$ cat config.mk
export PLATFORM = sky130hd
export DESIGN_NAME = instr_fetch_flat
export DESIGN_NICKNAME = d
export VERILOG_FILES = /design/src/rtl/instr_fetch_if.sv /design/src/rtl/instr_fetch.sv /design/src/flat_wrapper.sv
export SDC_FILE = /design/constraint.sdc
export NUM_CORES = 1
export LEC_CHECK = 0
export CORE_ASPECT_RATIO = 0.8
export CORE_MARGIN = 10
export CORE_UTILIZATION = 54
export DETAILED_ROUTE_END_ITERATION = 12
export GPL_ROUTABILITY_DRIVEN = 0
export GPL_TIMING_DRIVEN = 0
export PLACE_DENSITY = 0.86
export SETUP_SLACK_MARGIN = 0.3
export SYNTH_ARGS = -nofsm -noshare
export SYNTH_HDL_FRONTEND = slang
export SYNTH_SLANG_ARGS = --single-unit
$ cat constraint.sdc
create_clock -name clk -period 3.3 [get_ports clk]
set_input_delay 0.33 -clock clk [delete_from_list [all_inputs] [get_ports clk]]
set_output_delay 0.33 -clock clk [all_outputs]
set_load 0.02 [all_outputs]
$ cat src/rtl/instr_fetch_if.sv
// Fetch-stage bus bundle: imem request/response channels, redirect input and decode output.
// With FETCH_MISALIGN_CHECK_EN defined the bundle also carries misalign_err.
interface instr_fetch_if;
    logic        imem_req_valid;
    logic        imem_req_ready;
    logic [31:0] imem_req_addr;
    logic        imem_rsp_valid;
    logic [31:0] imem_rsp_data;
    logic        redirect_valid;
    logic [31:0] redirect_pc;
    logic        instr_valid;
    logic        instr_ready;
    logic [31:0] instr;
    logic [31:0] instr_pc;
`ifdef FETCH_MISALIGN_CHECK_EN
    logic        misalign_err;

    modport master (
        output imem_req_valid, imem_req_addr, instr_valid, instr, instr_pc, misalign_err,
        input  imem_req_ready, imem_rsp_valid, imem_rsp_data, redirect_valid, redirect_pc,
               instr_ready
    );
    modport slave (
        input  imem_req_valid, imem_req_addr, instr_valid, instr, instr_pc, misalign_err,
        output imem_req_ready, imem_rsp_valid, imem_rsp_data, redirect_valid, redirect_pc,
               instr_ready
    );
`else
    modport master (
        output imem_req_valid, imem_req_addr, instr_valid, instr, instr_pc,
        input  imem_req_ready, imem_rsp_valid, imem_rsp_data, redirect_valid, redirect_pc,
               instr_ready
    );
    modport slave (
        input  imem_req_valid, imem_req_addr, instr_valid, instr, instr_pc,
        output imem_req_ready, imem_rsp_valid, imem_rsp_data, redirect_valid, redirect_pc,
               instr_ready
    );
`endif
endinterface

$ cat src/rtl/instr_fetch.sv
// Fetch stage: credit-limited imem requests, in-order response FIFO towards decode, redirect flush.
// Optional FETCH_MISALIGN_CHECK_EN: misaligned redirect sets sticky misalign_err and halts fetch.
module instr_fetch #(
    parameter logic [31:0] RESET_PC   = 32'h0000_0000,
    parameter int          FIFO_DEPTH = 2
) (
    input  logic          clk,
    input  logic          rst_n,
    instr_fetch_if.master bus
);
    localparam int PTR_W = $clog2(FIFO_DEPTH);
    localparam int CNT_W = PTR_W + 1;
    localparam logic [CNT_W:0]   DEPTH_W = (CNT_W + 1)'(FIFO_DEPTH);
    localparam logic [CNT_W-1:0] FULL    = CNT_W'(FIFO_DEPTH);
    localparam logic [PTR_W-1:0] PTR_ONE = PTR_W'(1);

    typedef enum logic {FETCH, DRAIN} state_t;

    state_t           state;
    logic [31:0]      fetch_pc;
    logic [CNT_W-1:0] outstanding;
    logic [CNT_W-1:0] drop_cnt;
    logic [CNT_W-1:0] fifo_count;
    logic [PTR_W-1:0] tag_wr, tag_rd, fifo_wr, fifo_rd;
    logic [31:0]      tag_q      [FIFO_DEPTH];
    logic [31:0]      fifo_instr [FIFO_DEPTH];
    logic [31:0]      fifo_pc    [FIFO_DEPTH];

    logic             req_fire, pop, drop, push;
    logic [CNT_W-1:0] outstanding_nx, drop_nx;
    logic [CNT_W:0]   credit_used;
    logic [31:0]      redirect_target;
    logic             halt, halt_nx;

`ifdef FETCH_MISALIGN_CHECK_EN
    logic misalign;

    assign misalign        = bus.redirect_valid && (bus.redirect_pc[1:0] != 2'b00);
    assign redirect_target = bus.redirect_pc;
    assign halt_nx         = halt || misalign;
    assign bus.misalign_err = halt;

    always_ff @(posedge clk or negedge rst_n) begin
        if (!rst_n) halt <= 1'b0;
        else        halt <= halt_nx;
    end
`else
    assign redirect_target = bus.redirect_pc & 32'hFFFF_FFFC;
    assign halt            = 1'b0;
    assign halt_nx         = 1'b0;
`endif

    // A head popped this cycle frees its slot before any response to a new request can land,
    // which keeps one request per cycle flowing with single-cycle memory.
    assign pop         = bus.instr_valid && bus.instr_ready;
    assign credit_used = {1'b0, outstanding} + {1'b0, fifo_count} - (CNT_W + 1)'(pop);

    assign bus.imem_req_valid = rst_n && (state == FETCH) && !bus.redirect_valid &&
                                (credit_used < DEPTH_W);
    assign bus.imem_req_addr  = fetch_pc;
    assign req_fire           = bus.imem_req_valid && bus.imem_req_ready;

    assign bus.instr_valid = (fifo_count != '0);
    assign bus.instr       = fifo_instr[fifo_rd];
    assign bus.instr_pc    = fifo_pc[fifo_rd];

    assign drop = bus.imem_rsp_valid && ((drop_cnt != '0) || bus.redirect_valid);
    assign push = bus.imem_rsp_valid && !drop;

    assign outstanding_nx = outstanding + CNT_W'(req_fire) - CNT_W'(bus.imem_rsp_valid);
    // On redirect everything still in flight after this cycle is stale.
    assign drop_nx = bus.redirect_valid ? outstanding_nx
                   : drop_cnt - CNT_W'(bus.imem_rsp_valid && (drop_cnt != '0));

    always_ff @(posedge clk or negedge rst_n) begin
        if (!rst_n) begin
            state       <= FETCH;
            fetch_pc    <= RESET_PC;
            outstanding <= '0;
            drop_cnt    <= '0;
            tag_wr      <= '0;
            tag_rd      <= '0;
            fifo_wr     <= '0;
            fifo_rd     <= '0;
            fifo_count  <= '0;
            for (int i = 0; i < FIFO_DEPTH; i++) begin
                tag_q[i]      <= '0;
                fifo_instr[i] <= '0;
                fifo_pc[i]    <= '0;
            end
        end else begin
            outstanding <= outstanding_nx;
            drop_cnt    <= drop_nx;
            state       <= ((drop_nx != '0) || halt_nx) ? DRAIN : FETCH;

            if (req_fire) begin
                tag_q[tag_wr] <= fetch_pc;
                tag_wr        <= tag_wr + PTR_ONE;
                fetch_pc      <= fetch_pc + 32'd4;
            end
            if (bus.imem_rsp_valid) tag_rd <= tag_rd + PTR_ONE;

            if (bus.redirect_valid) begin
                fetch_pc   <= redirect_target;
                fifo_wr    <= '0;
                fifo_rd    <= '0;
                fifo_count <= '0;
            end else begin
                if (push) begin
                    fifo_instr[fifo_wr] <= bus.imem_rsp_data;
                    fifo_pc[fifo_wr]    <= tag_q[tag_rd];
                    fifo_wr             <= fifo_wr + PTR_ONE;
                end
                if (pop) fifo_rd <= fifo_rd + PTR_ONE;
                fifo_count <= fifo_count + CNT_W'(push) - CNT_W'(pop);
            end
        end
    end

    overflow_chk: assert property (@(posedge clk) disable iff (!rst_n)
        !(push && !pop && !bus.redirect_valid && (fifo_count == FULL)));

endmodule
$ cat src/flat_wrapper.sv
// flat-port wrapper written by rule: the top's interface ports become plain ports
module instr_fetch_flat 
#(
    parameter logic [31:0] RESET_PC   = 32'h0000_0000,
    parameter int          FIFO_DEPTH = 2
)
  (clk, rst_n, bus_imem_req_valid, bus_imem_req_addr, bus_instr_valid, bus_instr, bus_instr_pc, bus_imem_req_ready, bus_imem_rsp_valid, bus_imem_rsp_data, bus_redirect_valid, bus_redirect_pc, bus_instr_ready);
  instr_fetch_if bus_i ();
  input  logic clk;
  input  logic rst_n;
  output wire logic [$bits(bus_i.imem_req_valid)-1:0] bus_imem_req_valid;
  output wire logic [$bits(bus_i.imem_req_addr)-1:0] bus_imem_req_addr;
  output wire logic [$bits(bus_i.instr_valid)-1:0] bus_instr_valid;
  output wire logic [$bits(bus_i.instr)-1:0] bus_instr;
  output wire logic [$bits(bus_i.instr_pc)-1:0] bus_instr_pc;
  input wire logic [$bits(bus_i.imem_req_ready)-1:0] bus_imem_req_ready;
  input wire logic [$bits(bus_i.imem_rsp_valid)-1:0] bus_imem_rsp_valid;
  input wire logic [$bits(bus_i.imem_rsp_data)-1:0] bus_imem_rsp_data;
  input wire logic [$bits(bus_i.redirect_valid)-1:0] bus_redirect_valid;
  input wire logic [$bits(bus_i.redirect_pc)-1:0] bus_redirect_pc;
  input wire logic [$bits(bus_i.instr_ready)-1:0] bus_instr_ready;
  assign bus_imem_req_valid = bus_i.imem_req_valid;
  assign bus_imem_req_addr = bus_i.imem_req_addr;
  assign bus_instr_valid = bus_i.instr_valid;
  assign bus_instr = bus_i.instr;
  assign bus_instr_pc = bus_i.instr_pc;
  assign bus_i.imem_req_ready = bus_imem_req_ready;
  assign bus_i.imem_rsp_valid = bus_imem_rsp_valid;
  assign bus_i.imem_rsp_data = bus_imem_rsp_data;
  assign bus_i.redirect_valid = bus_redirect_valid;
  assign bus_i.redirect_pc = bus_redirect_pc;
  assign bus_i.instr_ready = bus_instr_ready;
  instr_fetch #(.RESET_PC(RESET_PC), .FIFO_DEPTH(FIFO_DEPTH)) u_core (.clk(clk), .rst_n(rst_n), .bus(bus_i));
endmodule
---- Yosys cells after proc, flatten, opt, wreduce, memory -nomap -nowiden ----
Index checks and enable logic that the tools add are counted.
storage, ports and cells
  memory bits (writable) .................. 0
  bits of input ports ..................... 70
  memories ................................ 0
  latch bits .............................. 0
  register bits after elaboration ......... 235
  bits in read-only memories .............. 0
  output and inout bits ................... 98
operators by class
  muxes and demuxes ....................... 25
  add/subtract/negate cells ............... 12
  reductions and logical operators ........ 20
  eq/ne operators ......................... 0
  $lt $le $gt $ge ......................... 7
  bitwise logic cells ..................... 6
  divide/modulo/power cells ............... 0
  multiply operators ...................... 0
  shift operators ......................... 0
operator list
  cell                                                                           number
  32-bit two-way mux                                                             13
  64-bit bitwise mux                                                             3
  32-bit demux with 1-bit select                                                 2
  32-bit by 3-bit adder with 32-bit output (second input constant)               1
  2-bit nonzero test                                                             6
  1-bit logical AND                                                              10
  2-bit >= comparator (second input constant)                                    4
  1-bit inverter with 2-bit output                                               4
  2-bit by 1-bit subtractor with 2-bit output                                    3
  1-bit two-way mux                                                              5
  1-bit adder (second input constant)                                            4
  2-bit by 1-bit adder with 2-bit output                                         2
  2-bit by 1-bit less-than comparator with 1-bit output (second input constant)  2
  2-bit two-way mux                                                              2
  2-bit by 2-bit adder with 3-bit output                                         1
  3-bit by 2-bit less-than comparator with 1-bit output (second input constant)  1
  3-bit by 1-bit subtractor with 3-bit output                                    1
  1-bit logical NOT                                                              2
  1-bit inverter                                                                 2
  2-bit AND reduction                                                            1
  1-bit logical OR                                                               1

---- Longest topological paths before layout ----
Gate-level depths: netlist (run 1).
  word-level depth ........................ 11
  depth in mapped cells ................... 15
  gate-level depth less buffers ........... 13

---- Least setup slack after synthesis (run 1) ----
OpenSTA, ideal clock, no wires.
  kind .................................... flip-flop to flip-flop
  from .................................... register u_core.fifo_count[1]
  to ...................................... register u_core.state
  data arrival time ....................... 2.916 ns
  path buffers ............................ 2
  cell stages (with the launch flop) ...... 16
  library setup time ...................... 0.127 ns
  clock period less this slack ............ 3.043 ns
  path slack .............................. 0.257 ns
  path through ............................ dfrtp_1 -> inv_1 -> nand2_1 -> nand2_1 -> nor2_1 -> fa_1 -> xnor2_1 -> or3_1 -> buf_2 -> inv_2 -> buf_4 -> ha_1 -> xor2_1 -> xnor2_1 -> a21oi_1 -> or2_2
on the way
  cells in the longest elaborated chain, start to end .. 11
  elaborated cells between the ends (all ways) .. 12
  classes of those cells .................. add/sub: 4; order compare: 1; mux: 2; reduce/logical: 5
ends and longest elaborated chain
  element                                                line                source
  start: declaration                                     instr_fetch.sv:23   logic [CNT_W-1:0] fifo_count;
  start signal: assignment                               instr_fetch.sv:115  fifo_count <= fifo_count + CNT_W'(push) - CNT_W'(pop);
  2-bit nonzero test                                     instr_fetch.sv:63   assign bus.instr_valid = (fifo_count != '0);
  via bus_instr_valid                                    flat_wrapper.sv:13  output wire logic [$bits(bus_i.instr_valid)-1:0] bus_instr_valid;
  1-bit logical AND                                      instr_fetch.sv:55   assign pop = bus.instr_valid && bus.instr_ready;
  3-bit by 1-bit subtractor with 3-bit output            instr_fetch.sv:56   assign credit_used = {1'b0, outstanding} + {1'b0, fifo_count} - (CNT_W + 1)'(pop);
  3-bit by 2-bit less-than comparator with 1-bit output  instr_fetch.sv:59   (credit_used < DEPTH_W);
  1-bit logical AND                                      instr_fetch.sv:58   assign bus.imem_req_valid = rst_n && (state == FETCH) && !bus.redirect_valid &&
  1-bit logical AND                                      instr_fetch.sv:61   assign req_fire = bus.imem_req_valid && bus.imem_req_ready;
  via u_core.req_fire                                    instr_fetch.sv:29   logic req_fire, pop, drop, push;
  2-bit by 1-bit adder with 2-bit output                 instr_fetch.sv:70   assign outstanding_nx = outstanding + CNT_W'(req_fire) - CNT_W'(bus.imem_rsp_valid);
  2-bit by 1-bit subtractor with 2-bit output            instr_fetch.sv:70
  2-bit two-way mux                                      instr_fetch.sv:72   assign drop_nx = bus.redirect_valid ? outstanding_nx
  via u_core.drop_nx[1]                                  instr_fetch.sv:30   logic [CNT_W-1:0] outstanding_nx, drop_nx;
  2-bit nonzero test                                     instr_fetch.sv:94   state <= ((drop_nx != '0) || halt_nx) ? DRAIN : FETCH;
  1-bit two-way mux                                      instr_fetch.sv:94
  end signal: assignment                                 instr_fetch.sv:94
  end: declaration                                       instr_fetch.sv:19   state_t state;
The timed path passes the listed nets, and every way through them passes these cells.
A chain may end at the register's enable or synchronous reset.

---- Final worst setup path (run 1) ----
  from .................................... register u_core.outstanding[1]
  to ...................................... register u_core.state
on the way
  cells in the longest elaborated chain, start to end .. 10
ends and longest elaborated chain
  element                                                line               source
  start: declaration                                     instr_fetch.sv:21  logic [CNT_W-1:0] outstanding;
  start signal: assignment                               instr_fetch.sv:92  outstanding <= outstanding_nx;
  2-bit by 2-bit adder with 3-bit output                 instr_fetch.sv:56
  3-bit by 1-bit subtractor with 3-bit output            instr_fetch.sv:56
  3-bit by 2-bit less-than comparator with 1-bit output  instr_fetch.sv:59
  1-bit logical AND                                      instr_fetch.sv:58
  1-bit logical AND                                      instr_fetch.sv:61
  via u_core.req_fire                                    instr_fetch.sv:29
  2-bit by 1-bit adder with 2-bit output                 instr_fetch.sv:70
  2-bit by 1-bit subtractor with 2-bit output            instr_fetch.sv:70
  2-bit two-way mux                                      instr_fetch.sv:72
  via u_core.drop_nx[1]                                  instr_fetch.sv:30
  2-bit nonzero test                                     instr_fetch.sv:94
  1-bit two-way mux                                      instr_fetch.sv:94
The timed path passes the listed nets, and every way through them passes these cells.

==> flow_summary.json, run 1 <==
{
  "h-tree-depth": 1,
  "maxSlewViolCount": 0,
  "worstPathArrival_ns": 3.51,
  "fill_cells": 1303,
  "drt-total-wl_um": 26100,
  "drc": 0,
  "end_kind": "flip-flop",
  "path_class": "flip-flop to flip-flop",
  "grt_use_total_pct": 20.6,
  "ys_ff_latch": 225,
  "io_pins": 168,
  "setup_viol": 0,
  "antenna_cells": 0,
  "layout_commonest_cell": "dfrtp_1",
  "crit_start": "u_core.outstanding[1]$_DFF_PN0_",
  "io_buffers": 161,
  "top_usage_layer": "met2",
  "hp-class": "input pin to asynchronous set/reset pin",
  "r2r_end": "u_core.state$_DFF_PN0_",
  "avgSynthCellArea_um2": 12.2,
  "hold_viol": 100,
  "rows": 44,
  "hold_slack_ns": -0.143,
  "vias_per_cell": 5.56,
  "multi_input_area_um2": 4280,
  "crit_path_end": "u_core.state$_DFF_PN0_",
  "synth-async-reset-ratio_pct": 100,
  "drtPass1Iterations": 5,
  "wl_per_cell_um": 20.1,
  "setup_tns_ns": 0,
  "syn_inst": 833,
  "die-area_um2": 24700,
  "antenna_found_initial": 0,
  "cts_buffers": 23,
  "grt_remaining_overflow": 0,
  "grt_pass1_vias": 7368,
  "die_height_um": 143,
  "synthTopCellsByArea": "dfrtp_1 (55%), mux2_2 (21%), mux2i_1 (3.2%)",
  "grt_max_degree": 126,
  "root_buffer": "clkbuf_16",
  "die_w_um": 173,
  "relSlewSlack_pct": 41.0,
  "max-vdd-ir-drop_mv": 0.509,
  "pwr_density_cell_nw_per_um2": 869,
  "use_met1_pct": 28.3,
  "regArea_um2": 5630,
  "use_met2_pct": 32.8,
  "rsz0062_at_grt": "true",
  "period_share_pct": 94.3,
  "ant_nets": 0,
  "ys_types": 44,
  "syn2layout_area_growth_pct": 28.5,
  "max_cap_violations": 0,
  "fp.coreArea_um2": 18300,
  "fmax_ghz": 0.321,
  "drtIter0Drc": 676,
  "num_vias": 7228,
  "seq_area_frac_synth_pct": 55.5,
  "cts_tree": "yes",
  "fin_ws_ns": 0.188,
  "netlist_area_um2": 10200,
  "power_leakage_uw": 0.00584,
  "worstPathMaxFanout": 10,
  "violations": "negative hold slack",
  "place_hpwl_um": 18000,
  "grt_use_met3_pct": 5.09,
  "synth_edf_count": 0,
  "fin_nets": 1107,
  "yosysWarnings": 0,
  "ys.flop_type": "dfrtp_1",
  "ff2ff_path_depth": 13,
  "r2r_start": "u_core.outstanding[1]$_DFF_PN0_",
  "critPathLaunchType": "flip-flop",
  "clkSinkCount": 225,
  "clock_latency_ns": 0.52,
  "clock_path_buffers": 3,
  "layout_common_cells": "dfrtp_1 (225), mux2_2 (188), clkdlybuf4s50_1 (159), nand2_1 (69), o21ai_0 (50)",
  "start_util_pct": 55.4,
  "r2r_slack_ns": 0.19,
  "worst_pin_slew_ns": 0.886,
  "grt_pass1_wl_um": 41200,
  "drive_gt1_share_pct": 26.6,
  "status": "finished with violations",
  "skew_ns": 0.0197,
  "synth_top_area_share_pct": 55.5,
  "fin_crit_ns": 3.11,
  "required_ns": 3.70,
  "yosysTopAreaCell": "dfrtp_1",
  "path_clk_slew_ns": 0.07,
  "pre_cts_ws_ns": -0.395
}
-- per-stage QoR --
| step | hold WS, ns | utilization, % | instances | instance area (um^2) | power, uW |
|---|---|---|---|---|---|
| after CTS | -0.105 | 70.8 | 1297 | 13000 | 11400 |
| after global placement | 0.456 | 66.0 | 1250 | 12100 | 8560 |
| after global routing | -0.0824 | 71.2 | 1299 | 13100 | 11900 |
| final | -0.143 | 71.2 | 1299 | 13100 | 11300 |
| after detailed placement | 0.431 | 66.2 | 1251 | 12100 | 8690 |
| after floorplan | 0.0344 | - | 836 | 10200 | 6820 |
-- sequential cells by signal (all words and copies together) (netlist names), 2 cells and up --
name                      flops
u_core.tag_q                 60
u_core.fifo_instr            64
u_core.bus.imem_req_addr     30
u_core.fifo_pc               60
u_core.outstanding            2
u_core.fifo_count             2
u_core.drop_cnt               2
-- logic make-up after synthesis --
family          after synthesis  synth area share, %
flops                       225                 55.5
mux                         220                 24.0
simple gates                187                 8.64
compound gates              103                 5.59
buf+inv                      64                 3.06
xor+xnor                     25                 2.16
fa+ha+maj                     8                 1.06
other cells                   1               0.0369
-- layer usage --
layer,vias up,share of wire [%]
li1,3307,-
met1,3605,45
met2,275,47
met3,41,7.2
met4,0,1.4
met5,-,0
-- power breakdown --
part | switching [uW] | total, uW | leakage (uW) | internal [uW]
Sequential | 491 | 4110 | 0.00291 | 3620
Clock | 1080 | 2610 | 0.000368 | 1540
Combinational | 2230 | 4610 | 0.00256 | 2390
Total | 3790 | 11300 | 0.00584 | 7540
-- area by class of cell --
type | count | area share [%]
flip-flops and latches | 225 | 43.1
plain buffers | 53 | 2.40
repair buffers | 168 | 13.1
clock buffers | 33 | 5.00
well taps | 253 | 2.43
multi-input cells | 547 | 32.8
inverters | 11 | 0.336
clock inverters | 9 | 0.796
-- critical path, cell delays in order, from the launching register on --
cell and delay [ns]:
dfrtp_1 0.38, inv_1 0.10, ha_4 0.21, fa_1 0.54
nand4b_1 0.12, or3_4 0.38, buf_6 0.14, inv_4 0.06
buf_8 0.15, ha_4 0.16, xor2_2 0.17, xnor2_1 0.16
a21oi_1 0.12, or2_2 0.30
-- how the worst min path moves through the flow --
stage	endpoint	cells after the start	from	slack (ns)
finish	u_core.fifo_instr[48]$_DFFE_PN0P_	1	rst_n	-0.14
global placement	u_core.fifo_pc[21]$_DFFE_PN0P_	2	u_core.fifo_pc[21]$_DFFE_PN0P_	0.46
detailed placement	u_core.fifo_instr[48]$_DFFE_PN0P_	1	rst_n	0.43
global route	u_core.fifo_instr[48]$_DFFE_PN0P_	1	rst_n	-0.08
CTS	u_core.fifo_instr[48]$_DFFE_PN0P_	1	rst_n	-0.11
floorplan	u_core.bus.imem_req_addr[10]$_DFFE_PN0P_	0	rst_n	0.03
-- timing repair --
action,in CTS,in global routing
hold endpoints to repair,100,100
setup endpoints to repair,71,127
gates resized for setup,17,14
buffers inserted,3,2
pin swaps,3,4
gates cloned,1,0
-- cells in the mapped netlist, types with 2 or more instances --
master and count:
nor3b_1 2, nor2_1 47, nand4_1 14, ha_1 7, o21ai_0 50, a221o_1 2
o311ai_1 3, nand3b_1 3, and3_1 4, a21o_1 3, or2_2 2, nor3_1 7
xnor2_1 9, nor3_2 2, xor2_1 16, clkbuf_1 20, inv_1 10, buf_4 8
dfrtp_1 225, buf_6 3, buf_2 13, mux2i_1 32, a21oi_1 35, buf_1 8
o211ai_1 6, and2_1 2, or3_1 4, mux2_2 188, nand4b_1 2, nand3_1 15
nand2_1 71, nor2b_1 8
Note: power is estimated with default switching activity, not from simulation.
==> run 2, diff against run 1 <==
--- a/config.mk
+++ b/config.mk
@@ -7,11 +7,11 @@
 export LEC_CHECK = 0
 export CORE_ASPECT_RATIO = 0.8
 export CORE_MARGIN = 10
-export CORE_UTILIZATION = 54
+export CORE_UTILIZATION = 47
 export DETAILED_ROUTE_END_ITERATION = 12
 export GPL_ROUTABILITY_DRIVEN = 0
 export GPL_TIMING_DRIVEN = 0
-export PLACE_DENSITY = 0.86
+export PLACE_DENSITY = 0.77
 export SETUP_SLACK_MARGIN = 0.3
 export SYNTH_ARGS = -nofsm -noshare
 export SYNTH_HDL_FRONTEND = slang
==> run 2 against run 1 <==
Compared with the run above: the run still ends with negative hold slack left; global-route usage shrank 2.1 points; clock power is 2% lower; hold slack worse by 0.095 ns; clock-buffer cell count grew 2; highest routed layer unchanged; cell count rose by 1.7%; critical path type unchanged; clock skew down 0.0016 ns.
==> flow_summary.json, run 2 (synthesis gave the netlist of run 1 again) <==
{
  "die-area_um2": 27900,
  "intPower_uw": 7530,
  "crit_chain": "inv_1, ha_1, fa_1, nand4b_1, or3_1, buf_6, inv_4, buf_8, ha_4, xor2_2, xnor2_2, a21oi_2, or2_4",
  "fp.coreArea_um2": 21400,
  "drtIter0Drc": 612,
  "power_leakage_uw": 0.00586,
  "grt_pass1_wl_um": 41400,
  "relSlewSlack_pct": 36.6,
  "place_hpwl_um": 18400,
  "ff2ff_path_depth": 13,
  "maxSlewViolCount": 0,
  "crit_start": "u_core.outstanding[1]$_DFF_PN0_",
  "fin_crit_ns": 3.02,
  "reg_top3": "u_core.fifo_instr x64, u_core.fifo_pc x60, u_core.tag_q x60",
  "vias_per_cell": 5.44,
  "final_cells": 1321,
  "io_buffers": 161,
  "routed-wl-met2_um": 11600,
  "grt_max_degree": 95,
  "drive_gt1_share_pct": 26.8,
  "setup_tns_ns": 0,
  "period_share_pct": 91.4,
  "p_sw_share_pct": 33.5,
  "fill_cells": 1734,
  "cts_buffers": 24,
  "worst_pin_slew_ns": 0.951,
  "cp_top_family": "adder cells",
  "die_w_um": 184,
  "pwr_density_cell_nw_per_um2": 866,
  "drc": 0,
  "die_height_um": 151,
  "r2r_end": "u_core.state$_DFF_PN0_",
  "worstPathMaxFanout": 5,
  "max-vdd-ir-drop_mv": 0.441,
  "r2r_start": "u_core.outstanding[1]$_DFF_PN0_",
  "h-tree-depth": 1,
  "drt-total-wl_um": 26100,
  "drtPass1Iterations": 5,
  "skew_ns": 0.0181,
  "end_kind": "flip-flop",
  "worstSetupPathDepth": 13,
  "fin_nets": 1109,
  "hold_viol": 57,
  "status": "finished with violations",
  "worstPathArrival_ns": 3.42,
  "start_util_pct": 47.5,
  "grt_remaining_overflow": 0,
  "layout_commonest_cell": "dfrtp_1",
  "max_cap_violations": 0,
  "fmax_ghz": 0.332,
  "antenna_found_initial": 0,
  "path_class": "flip-flop to flip-flop",
  "clkSinkCount": 225,
  "required_ns": 3.70,
  "p_seq_share_pct": 36.3,
  "hp-class": "input pin to asynchronous set/reset pin",
  "clock_latency_ns": 0.52,
  "power.share.combinational_pct": 41.1,
  "setup_viol": 0,
  "root_buffer": "clkbuf_16",
  "r2r_slack_ns": 0.28,
  "pre_cts_ws_ns": -0.334,
  "cpMaxStageDelayCell": "fa_1",
  "hold_slack_ns": -0.239,
  "largest_register_ff_count": 64,
  "violations": "negative hold slack",
  "regArea_um2": 5630,
  "cts_tree": "yes",
  "grt_use_total_pct": 18.4,
  "power.switching_uw": 3800,
  "clock_path_buffers": 3,
  "wl_met1_um": 12300,
  "path_clk_slew_ns": 0.06,
  "clockPowerShare_pct": 22.6,
  "crit_buf_inv": 4,
  "wl_per_cell_um": 19.8,
  "routed.top_layer": "met4",
  "ant_nets": 0,
  "slowest_delay_ns": 0.52,
  "io_pins": 168,
  "layout_common_cells": "dfrtp_1 (225), mux2_2 (188), clkdlybuf4s50_1 (159), nand2_1 (69), o21ai_0 (50)",
  "multi_input_area_um2": 4280,
  "syn2layout_area_growth_pct": 28.8,
  "antenna_cells": 0,
  "fin_ws_ns": 0.284,
  "wl_met3_um": 1760,
  "grt_pass1_vias": 7599,
  "top_register": "u_core.fifo_instr",
  "critPathLaunchType": "flip-flop",
  "rows": 48,
  "rsz0062_at_grt": "true",
  "numPlacedInstances": 1274,
  "num_vias": 7181
}
[run 2: changes by cell type in the layout (fill, tap and decap cells not counted), moves of 2 or more]
cell	before	now
xnor2_1	9	7
buf_4	11	13
clkinvlp_4	2	0
clkbuf_16	23	25
bufinv_16	2	0
xnor2_2	0	2
[run 2: repair_timing]
action / 4_1_cts / 5_1_grt
buffers inserted: 1 / 5
endpoints found under the hold margin: 57 / 57
resized for setup: 11 / 20
pin swaps: 0 / 8
setup endpoints to repair: 69 / 98
cloned: 0 / 0
[run 2: cell type report]
class                      count  area share [%]
multi-input combinational    547            32.8
timing repair buffer         169            13.1
inverter                      11           0.335
buffer                        53            2.39
sequential                   225            43.1
clock buffer                  35            5.45
clock inverter                 6           0.258
tap                          275            2.63
[run 2: metal layers]
metal  vias to the layer above  track usage (%)
met4                         0             4.25
met3                        37             4.74
met5                         -                0
met2                       213             28.5
li1                       3315                -
met1                      3616             25.6
[run 2: worst max-delay path by stage]
stage / endpoint / slack [ns]
after floorplan: u_core.state$_DFF_PN0_ / 0.32
after global placement: u_core.bus.imem_req_addr[21]$_DFFE_PN0P_ / -7.69
after detailed placement: u_core.state$_DFF_PN0_ / -0.33
after CTS: u_core.state$_DFF_PN0_ / 0.08
after global routing: u_core.state$_DFF_PN0_ / 0.15
final: u_core.state$_DFF_PN0_ / 0.28
[run 2: power by group through the flow]
stage | clock network (uW) | registers (uW) | logic [uW]
detailed placement | 0 | 4140 | 4550
floorplan | 0 | 4040 | 2770
global placement | 0 | 4100 | 4490
finish | 2560 | 4110 | 4650
global route | 2730 | 4220 | 5010
CTS | 2610 | 4100 | 4610
[run 2: worst register-to-register path, delay by kind of cell (launching register included)]
kind	cells	cell delay, ns
AOI/OAI and AO/OA	1	0.10
adders and majority gates	3	0.95
buffers and inverters	4	0.37
xor gates and xnor gates	2	0.33
and+or+nand+nor	3	0.78
DFF	1	0.39
[run 2: metrics by stage]
step / util (%) / area, um^2 / hold WS (ns) / power [uW]
finish: 61.2 / 13100 / -0.239 / 11300
global route: 61.2 / 13100 / -0.221 / 12000
CTS: 60.6 / 13000 / -0.241 / 11300
detailed placement: 57.0 / 12200 / 0.295 / 8700
global placement: 56.7 / 12100 / 0.456 / 8590
floorplan: - / 10200 / 0.0344 / 6820
